<file path="src/rtl/eth_vlg_pkg.sv">
// ----------------------------------------------------------------------------
// eth_vlg_pkg
//   Shared Ethernet types and constants for the MAC receive path.
//   - mac_addr_t   : 48-bit MAC address
//   - mac_hdr_t    : decoded MAC header as presented downstream
//                    (dst, src, ethertype, 802.1Q tag, payload length)
//   - mac_rx_fsm_t : mac_rx_hdr state encoding
//   - sat_inc16    : 16-bit saturating increment used by the frame counters
//   Optional build macro: ETH_RX_VLAN_EN adds the TAG state to mac_rx_fsm_t.
// ----------------------------------------------------------------------------
package eth_vlg_pkg;

    typedef logic [47:0] mac_addr_t;

    typedef struct packed {
        mac_addr_t   dst;
        mac_addr_t   src;
        logic [15:0] ethertype;
        logic [15:0] tag;
        logic [15:0] length;
    } mac_hdr_t;

    localparam mac_addr_t   MAC_BCAST     = 48'hffff_ffff_ffff;
    localparam logic [15:0] ETH_TYPE_VLAN = 16'h8100;
    localparam logic [15:0] ETH_TYPE_ARP  = 16'h0806;
    localparam logic [15:0] ETH_TYPE_IPV4 = 16'h0800;

    // Byte offsets inside the MAC header (byte 0 = first destination byte).
    localparam logic [4:0] HDR_FILTER_BYTE = 5'd5;   // last destination byte
    localparam logic [4:0] HDR_LAST_BYTE   = 5'd13;  // second ethertype byte
    localparam logic [4:0] TAG_TCI_BYTE    = 5'd15;  // second TCI byte
    localparam logic [4:0] TAG_LAST_BYTE   = 5'd17;  // second inner ethertype byte

`ifdef ETH_RX_VLAN_EN
    typedef enum logic [2:0] {
        IDLE = 3'd0,
        HDR  = 3'd1,
        TAG  = 3'd2,
        PLD  = 3'd3,
        DROP = 3'd4
    } mac_rx_fsm_t;
`else
    typedef enum logic [2:0] {
        IDLE = 3'd0,
        HDR  = 3'd1,
        PLD  = 3'd3,
        DROP = 3'd4
    } mac_rx_fsm_t;
`endif

    function automatic logic [15:0] sat_inc16(input logic [15:0] v);
        return (v == 16'hffff) ? v : v + 16'd1;
    endfunction

endpackage

</file>
<file path="src/rtl/mac_rx_hdr.sv">
// ----------------------------------------------------------------------------
// mac_rx_hdr
//   Ethernet RX header stage in front of the ARP/IPv4 receivers. Takes a byte
//   stream starting at the destination MAC (no preamble/SFD/FCS), strips the
//   14-byte MAC header, filters on destination MAC and forwards the payload
//   with a stable decoded header. Counts accepted and dropped frames.
//
//   Parameters
//     PROMISC  1: accept any destination; 0: only dev_mac or broadcast
//     MAX_LEN  largest payload accepted; one more byte aborts with rx_err
//
//   Ports
//     clk, rst      clock, synchronous active-high reset
//     dev_mac       local MAC address
//     in_d/in_v     frame byte / valid (contiguous per frame, gap between)
//     in_err        upstream abort, sampled while in_v=1
//     rx_d/rx_v     payload byte / valid, one cycle behind the input
//     rx_err        one-cycle abort pulse (rx_v is low in that cycle)
//     rx_dst_mac, rx_src_mac, rx_ethertype, rx_tag
//                   header fields, held from end of header through rx_done
//     rx_len        payload byte count, final value valid with rx_done
//     rx_done       one-cycle pulse after the last payload byte
//     cnt_ok        accepted frames, saturating
//     cnt_drop      filtered/runt/errored/oversize frames, saturating
//
//   Build macro ETH_RX_VLAN_EN: when defined, an 802.1Q tag (type 8100) is
//   decoded into rx_tag and the inner ethertype; payload then starts at byte
//   18. When undefined, the tag bytes are ordinary payload and rx_tag is 0.
// ----------------------------------------------------------------------------
module mac_rx_hdr
    import eth_vlg_pkg::*;
#(
    parameter bit PROMISC = 1'b0,
    parameter int MAX_LEN = 1500
) (
    input  logic        clk,
    input  logic        rst,
    input  logic [47:0] dev_mac,
    input  logic [7:0]  in_d,
    input  logic        in_v,
    input  logic        in_err,
    output logic [7:0]  rx_d,
    output logic        rx_v,
    output logic        rx_err,
    output logic [47:0] rx_dst_mac,
    output logic [47:0] rx_src_mac,
    output logic [15:0] rx_ethertype,
    output logic [15:0] rx_tag,
    output logic [15:0] rx_len,
    output logic        rx_done,
    output logic [15:0] cnt_ok,
    output logic [15:0] cnt_drop
);

    localparam logic [15:0] MAX_LEN_W = 16'(MAX_LEN);

    mac_rx_fsm_t  state_reg;
    logic         in_v_prev_reg;
    logic [4:0]   byte_cnt_reg;
    logic [103:0] hdr_sr_reg;       // last 13 header bytes, newest in [7:0]
    mac_hdr_t     rx_hdr_reg;
    logic [7:0]   rx_d_reg;
    logic         rx_v_reg;
    logic         rx_err_reg;
    logic         rx_done_reg;
    logic [15:0]  cnt_ok_reg;
    logic [15:0]  cnt_drop_reg;
    logic         drop_cnt_pend_reg; // frame in DROP must be counted at its end

    logic         in_rise;
    logic [15:0]  cur_pair;         // previous byte : current byte
    mac_addr_t    dst_now;          // destination as seen on byte 5
    logic         dst_hit;

    // A frame may only start on a rising edge of in_v. in_v_prev_reg resets
    // to 1 so a frame already in progress when reset releases is not taken
    // as a new frame.
    assign in_rise  = in_v & ~in_v_prev_reg;
    assign cur_pair = {hdr_sr_reg[7:0], in_d};
    assign dst_now  = {hdr_sr_reg[39:0], in_d};
    assign dst_hit  = PROMISC || (dst_now == dev_mac) || (dst_now == MAC_BCAST);

    always_ff @(posedge clk) begin
        if (rst) begin
            state_reg         <= IDLE;
            in_v_prev_reg     <= 1'b1;
            byte_cnt_reg      <= '0;
            hdr_sr_reg        <= '0;
            rx_hdr_reg        <= '0;
            rx_d_reg          <= '0;
            rx_v_reg          <= 1'b0;
            rx_err_reg        <= 1'b0;
            rx_done_reg       <= 1'b0;
            cnt_ok_reg        <= '0;
            cnt_drop_reg      <= '0;
            drop_cnt_pend_reg <= 1'b0;
        end else begin
            in_v_prev_reg <= in_v;
            rx_v_reg      <= 1'b0;
            rx_err_reg    <= 1'b0;
            rx_done_reg   <= 1'b0;

            if (in_v) begin
                hdr_sr_reg <= {hdr_sr_reg[95:0], in_d};
            end

            unique case (state_reg)
                IDLE: begin
                    if (in_rise) begin
                        byte_cnt_reg <= 5'd1;
                        if (in_err) begin
                            state_reg         <= DROP;
                            drop_cnt_pend_reg <= 1'b1;
                        end else begin
                            state_reg <= HDR;
                        end
                    end else if (in_v) begin
                        // Tail of a frame cut by reset: swallow it uncounted.
                        state_reg         <= DROP;
                        drop_cnt_pend_reg <= 1'b0;
                    end
                end

                HDR: begin
                    if (!in_v) begin
                        // Runt: frame ended inside the header.
                        cnt_drop_reg <= sat_inc16(cnt_drop_reg);
                        state_reg    <= IDLE;
                    end else if (in_err) begin
                        state_reg         <= DROP;
                        drop_cnt_pend_reg <= 1'b1;
                    end else begin
                        byte_cnt_reg <= byte_cnt_reg + 5'd1;
                        if (byte_cnt_reg == HDR_FILTER_BYTE && !dst_hit) begin
                            state_reg         <= DROP;
                            drop_cnt_pend_reg <= 1'b1;
                        end else if (byte_cnt_reg == HDR_LAST_BYTE) begin
                            rx_hdr_reg.dst       <= hdr_sr_reg[103:56];
                            rx_hdr_reg.src       <= hdr_sr_reg[55:8];
                            rx_hdr_reg.ethertype <= cur_pair;
                            rx_hdr_reg.tag       <= '0;
                            rx_hdr_reg.length    <= '0;
`ifdef ETH_RX_VLAN_EN
                            state_reg <= (cur_pair == ETH_TYPE_VLAN) ? TAG : PLD;
`else
                            state_reg <= PLD;
`endif
                        end
                    end
                end

`ifdef ETH_RX_VLAN_EN
                TAG: begin
                    if (!in_v) begin
                        // Still a runt: the tagged header is 18 bytes.
                        cnt_drop_reg <= sat_inc16(cnt_drop_reg);
                        state_reg    <= IDLE;
                    end else if (in_err) begin
                        state_reg         <= DROP;
                        drop_cnt_pend_reg <= 1'b1;
                    end else begin
                        byte_cnt_reg <= byte_cnt_reg + 5'd1;
                        if (byte_cnt_reg == TAG_TCI_BYTE) begin
                            rx_hdr_reg.tag <= cur_pair;
                        end
                        if (byte_cnt_reg == TAG_LAST_BYTE) begin
                            rx_hdr_reg.ethertype <= cur_pair;
                            state_reg            <= PLD;
                        end
                    end
                end
`endif

                PLD: begin
                    if (!in_v) begin
                        rx_done_reg <= 1'b1;
                        cnt_ok_reg  <= sat_inc16(cnt_ok_reg);
                        state_reg   <= IDLE;
                    end else if (in_err || rx_hdr_reg.length == MAX_LEN_W) begin
                        // Abort before forwarding the offending byte, so
                        // rx_v stays low in the rx_err cycle.
                        rx_err_reg        <= 1'b1;
                        state_reg         <= DROP;
                        drop_cnt_pend_reg <= 1'b1;
                    end else begin
                        rx_d_reg          <= in_d;
                        rx_v_reg          <= 1'b1;
                        rx_hdr_reg.length <= rx_hdr_reg.length + 16'd1;
                    end
                end

                DROP: begin
                    if (!in_v) begin
                        if (drop_cnt_pend_reg) begin
                            cnt_drop_reg <= sat_inc16(cnt_drop_reg);
                        end
                        drop_cnt_pend_reg <= 1'b0;
                        state_reg         <= IDLE;
                    end
                end

                default: begin
                    state_reg <= IDLE;
                end
            endcase
        end
    end

    assign rx_d         = rx_d_reg;
    assign rx_v         = rx_v_reg;
    assign rx_err       = rx_err_reg;
    assign rx_done      = rx_done_reg;
    assign rx_dst_mac   = rx_hdr_reg.dst;
    assign rx_src_mac   = rx_hdr_reg.src;
    assign rx_ethertype = rx_hdr_reg.ethertype;
    assign rx_tag       = rx_hdr_reg.tag;
    assign rx_len       = rx_hdr_reg.length;
    assign cnt_ok       = cnt_ok_reg;
    assign cnt_drop     = cnt_drop_reg;

endmodule

</file>
<file path="config.mk">
export PLATFORM = sky130hd
export DESIGN_NAME = mac_rx_hdr
export DESIGN_NICKNAME = d
export VERILOG_FILES = /design/src/rtl/eth_vlg_pkg.sv /design/src/rtl/mac_rx_hdr.sv
export SDC_FILE = /design/constraint.sdc
export NUM_CORES = 1
export LEC_CHECK = 0
export ABC_AREA = 1
export CAP_MARGIN = 20
export CORE_AREA = 2 2 175 143
export DETAILED_ROUTE_END_ITERATION = 8
export DIE_AREA = 0 0 177 145
export GPL_ROUTABILITY_DRIVEN = 0
export PLACE_DENSITY = 0.75
export SLEW_MARGIN = 20
export SYNTH_ARGS = -nofsm -noshare
export SYNTH_HDL_FRONTEND = slang
export SYNTH_SLANG_ARGS = --single-unit
</file>
<file path="constraint.sdc">
create_clock -name clk -period 1.9 [get_ports clk]
set_input_delay 0.38 -clock clk [delete_from_list [all_inputs] [get_ports clk]]
set_output_delay 0.38 -clock clk [all_outputs]
set_load 0.005 [all_outputs]
</file>
Yosys cells after proc, flatten, opt, wreduce, memory -nomap -nowiden

Cells that the tools add are included.

Register bits: 285
Input bits: 60
Output and inout bits: 187
Logic and storage cells: 112

$add $sub $neg: 4
Equal/unequal tests: 26
Muxes and demuxes: 40
Bitwise logic cells: 8
Reduce and logical (&&, ||, !) cells: 19

Operators with widths:

| operator                | number |
|---|---|
| $mux W16                | 10 |
| $pmux W16 S2            | 2 |
| $add A16 B1 Y16 const B | 3 |
| $eq A48 B48 Y1          | 1 |
| $eq A48 B48 Y1 const B  | 1 |
| $eq A16 B16 Y1 const B  | 2 |
| $mux W3                 | 10 |
| $ne A2 B2 Y1 const B    | 11 |
| $eq A16 B11 Y1 const B  | 1 |
| $mux W5                 | 3 |
| $mux W1                 | 12 |
| $ne A3 B3 Y1 const B    | 4 |
| $pmux W3 S4             | 1 |
| $reduce_and A4 Y1       | 3 |
| $pmux W5 S2             | 1 |
| $reduce_and A8 Y1       | 1 |
| $not A1 Y1              | 7 |
| $reduce_and A7 Y1       | 1 |
| $reduce_and A3 Y1       | 2 |
| $reduce_bool A2 Y1      | 3 |
| $add A5 B1 Y5 const B   | 1 |
| $eq A5 B3 Y1 const B    | 1 |
| $eq A5 B4 Y1 const B    | 1 |
| $ne A5 B5 Y1 const B    | 1 |
| other kinds (13)        | 14 |

Longest topological paths before layout

Word-level depth: 8
Depth in mapped cells: 14
Mapped depth without buffers: 14

Worst setup path before layout

OpenSTA, ideal clock, no wires.

Path type: register to register
Start: register cnt_ok_reg[0] (netlist: cnt_ok[0])
End: register cnt_ok_reg[12] (netlist: cnt_ok[12])
Library setup time: 115 ps
Arrival time: 1534 ps
Data required time: 1785 ps
Slack: 251 ps
Cell stages (with the launch flop): 10
Buffers on the path: 1
Clock period less this slack: 1649 ps
Cells stage by stage: dfxtp_1 ha_1 nand3_1 nor4_4 nand2_2 nand2_4 inv_2 buf_6 a21oi_1 nor2_1

Word-level cells in the longest chain between the ends: 3
Elaborated cells on any way between the ends: 4
Those cells by class: add/sub (1); eq/ne (1); bitwise (1); reduce/logical (1)

Ends and longest elaborated chain:

| what                                                    | RTL line          | text |
|---|---|---|
| start: declaration                                      | mac_rx_hdr.sv:66  | `logic [15:0] cnt_ok_reg;` |
| start signal: assignment                                | mac_rx_hdr.sv:177 | `cnt_ok_reg <= sat_inc16(cnt_ok_reg);` |
| branches (longest 3 deep; another with $add A16 B1 Y16) | --                |  |

Parallel ways; which one is timed is not known.
A chain may end at the register's enable or synchronous reset.

Worst setup path after layout

Start: register rx_hdr_reg, in the netlist rx_len[13]
End: output port rx_len[13]

RTL lines:

| what               | RTL line         | text |
|---|---|---|
| start: declaration | mac_rx_hdr.sv:61 | `mac_hdr_t rx_hdr_reg;` |
| end: declaration   | mac_rx_hdr.sv:49 | `output logic [15:0] rx_len,` |

No word-level cell between the ends.

==> out/metrics.yaml <==
clocking:
  cts_tree: "done"
  clock_path_buffers: 3
  cts_root_buf: "clkbuf_16"
  cts_max_level: 1
  path_clk_slew_ns: 0.06
  cts_hold_buf: 0
  cts_sinks: 285
  clock_latency_ns: 0.55
  cts_buffers: 28
placement:
  place_area_mm2: 0.01487
  hpwl_mm: 23.42
  io_buffers: 230
drt:
  first_pass_iters: 6
  first_iter_violations: 1068
  vias: 11340
  viasPerCell: 5.170
  wl_mm: 33.97
  ant_nets: 0
  avgRoutedWirePerCell_um: 15.48
  drc: 0
global_routing:
  grt_use_met2: 0.3963
  grt_busiest_layer: "met2"
  grt_use_met3: 0.03983
  grtUsageMet1: 0.3582
  grt_max_degree: 111
  grt_pass1_wl_mm: 53.50
  grt_pass1_vias: 10520
  globalRouteOverflowTotal: 0
  grt.total_usage: 0.2531
  antenna_found_initial: 2
power:
  power_density_mw_per_mm2: 816.1
  finalPower_uw: 13080
  peakVddDrop_uv: 804.9
  combPwrFrac: 0.080
  leakage_uw: 0.006628
  clkPwrFrac: 0.438
  p_int_uw: 9947
  switching_power_uw: 3131
  p_seq_frac: 0.482
  switching_share: 0.2394
synth:
  synth_seq_cells: 285
  ys.warnings.count: 0
  ys_seq_area_frac: 0.4824
  avgSynthCellArea_um2: 7.425
  synthArstFlopShare: 0
  synthFlopType: "dfxtp_1"
  synthCells: 1593
  synth-edff-count: 0
  ys_types: 42
  syn_area_mm2: 0.01183
timing:
  max_freq_mhz: 534.1
  fin_crit_sh: 0.9855
  finalHoldViolCount: 0
  finClkSkew_ns: 0.02436
  rsz0062_at_grt: "yes"
  setup_viol: 0
  setup_tns_ns: 0
  fin_hold_ws_ns: 0.4308
  fin_crit_ns: 1.872
  max-slew-margin-rel: 0.3606
  slew_viol_final: 0
  worstMarginPinSlew_ns: 0.9592
status:
  outcome: "completed"
critical_path:
  path_delay_family: "buffers and inverters"
  crit_chain: "buf_6, clkdlybuf4s50_1"
  startpoint_type: "register"
  rr_worst_depth: 10
  critPathSlowestCell: "clkdlybuf4s50_1"
  cp.required_ns: 1.52
  crit_buf_inv: 2
  critPathKind: "reg -> out"
  end_kind: "output pin"
  crit_fanout: 5
  cp.arrival_ns: 1.49
  max_stage_delay_ns: 0.49
  critical_path_depth: 2
die:
  fp-row-count: 51
  initial_core_util: 0.4943
  die_area_mm2: 0.02567
  die_h_um: 145
  die_w_um: 177
  core_area_mm2: 0.02393
  ios: 247
final_layout:
  layout_commonest_cell: "nor2_1"
  syn2layout_area_growth_pct: 35.48
  nets: 1919
  largest_reg_flops: 104
  drive_above_1_share: 0.1238
  final_area_mm2: 0.01602
  final_cell_mix: "nor2_1 (415), dfxtp_1 (247), o21ai_0 (239)"
  fin_util: 0.6696
min_path:
  worstHoldPathType: "in -> reg"
  holdPathStages: 4
job:
  maxCapViolCount: 0
cell usage after synthesis, types with 3 or more instances:
cell type	n	area, um2
a21oi_1	87	435.4
xor2_1	7	61.31
inv_1	93	349.1
o21ai_0	241	1206
nor2_4	4	45.04
xnor2_1	45	394.1
buf_6	3	33.78
nor3_2	3	30.03
nor4_1	4	25.02
buf_4	20	150.1
o21bai_1	3	22.52
nor3_1	22	110.1
o21ai_1	3	15.01
clkbuf_1	53	198.9
nor2_2	6	37.54
nand4_1	14	87.58
buf_1	4	15.01
nor3b_2	3	37.54
nand2_1	169	634.4
inv_2	12	45.04
ha_1	6	75.07
dfxtp_1	285	5705
nand3_1	38	190.2
nand2_2	7	43.79
nor2_1	421	1580
buf_2	17	85.08
power by group through the flow:
stage,logic [uW],registers (uW),clock network [uW]
2_1_floorplan,631,6390,0
3_3_place_gp,997,6430,0
3_5_place_dp,1020,6430,0
4_1_cts,1030,6300,5800
5_1_grt,1170,6330,6070
6_report,1040,6310,5720
per-stage QoR:
stage	cells	setup WS, ns
final	2194	0.02761
after global routing	2194	-0.02321
after CTS	2188	0.0003557
after detailed placement	2137	-0.3524
after global placement	2137	-0.3124
after floorplan	1608	0.2508
path summary, 6_finish.rpt:
check	start	endpoint	slack [ns]
worst max-delay path	rx_len[13]	rx_len[13]	0.03
worst min-delay path	in_v	state_reg[0]	0.43
worst max register to register	cnt_drop[0]	cnt_drop[14]	0.12
worst min register to register	rx_d[3]	rx_d[3]	0.44
cell type report:
cell class,instances,area [um2]
Timing Repair Buffer,312,3148
Sequential cell,285,5753
Multi-Input combinational cell,1121,5360
Inverter,105,401.6
Clock buffer,38,788.3
Fill cell,1992,7905
Tap cell,318,397.9
Clock inverter,13,170.2
Antenna cell,2,5.005
metal layers:
layer  share of wire  vias to the layer above
li1                -                     5622
met5               0                        -
met1            0.46                     5251
met2            0.44                      406
met4           0.029                        0
met3           0.069                       65
logic make-up (layout without fill, tap and decap cells):
kind of cell             count (synthesis)  count (layout)  synth area share
buffers and inverters                  202             468           0.07415
flip-flops                             285             285            0.4824
other                                    1              18         0.0003171
adder cells (fa/ha/maj)                  6               6          0.006347
XOR/XNOR                                52              52           0.03851
AND/OR/NAND/NOR                        705             705            0.2509
AO/OA/AOI/OAI                          342             342            0.1474
what timing repair did:
action	4_1_cts	5_1_grt
pin swaps	0	2
gates resized for setup	13	58
setup endpoints to repair	12	149
buffers inserted	0	3
gates cloned	0	1
worst register-to-register path: cells and delay by family (launching register included):
| kind | cells | cell delay [ns] |
|---|---|---|
| and+or+nand+nor | 8 | 1.00 |
| DFF | 1 | 0.40 |
| adders and majority gates | 1 | 0.23 |
| buffers and inverters | 1 | 0.05 |
Power figures use the tool's default switching activity.
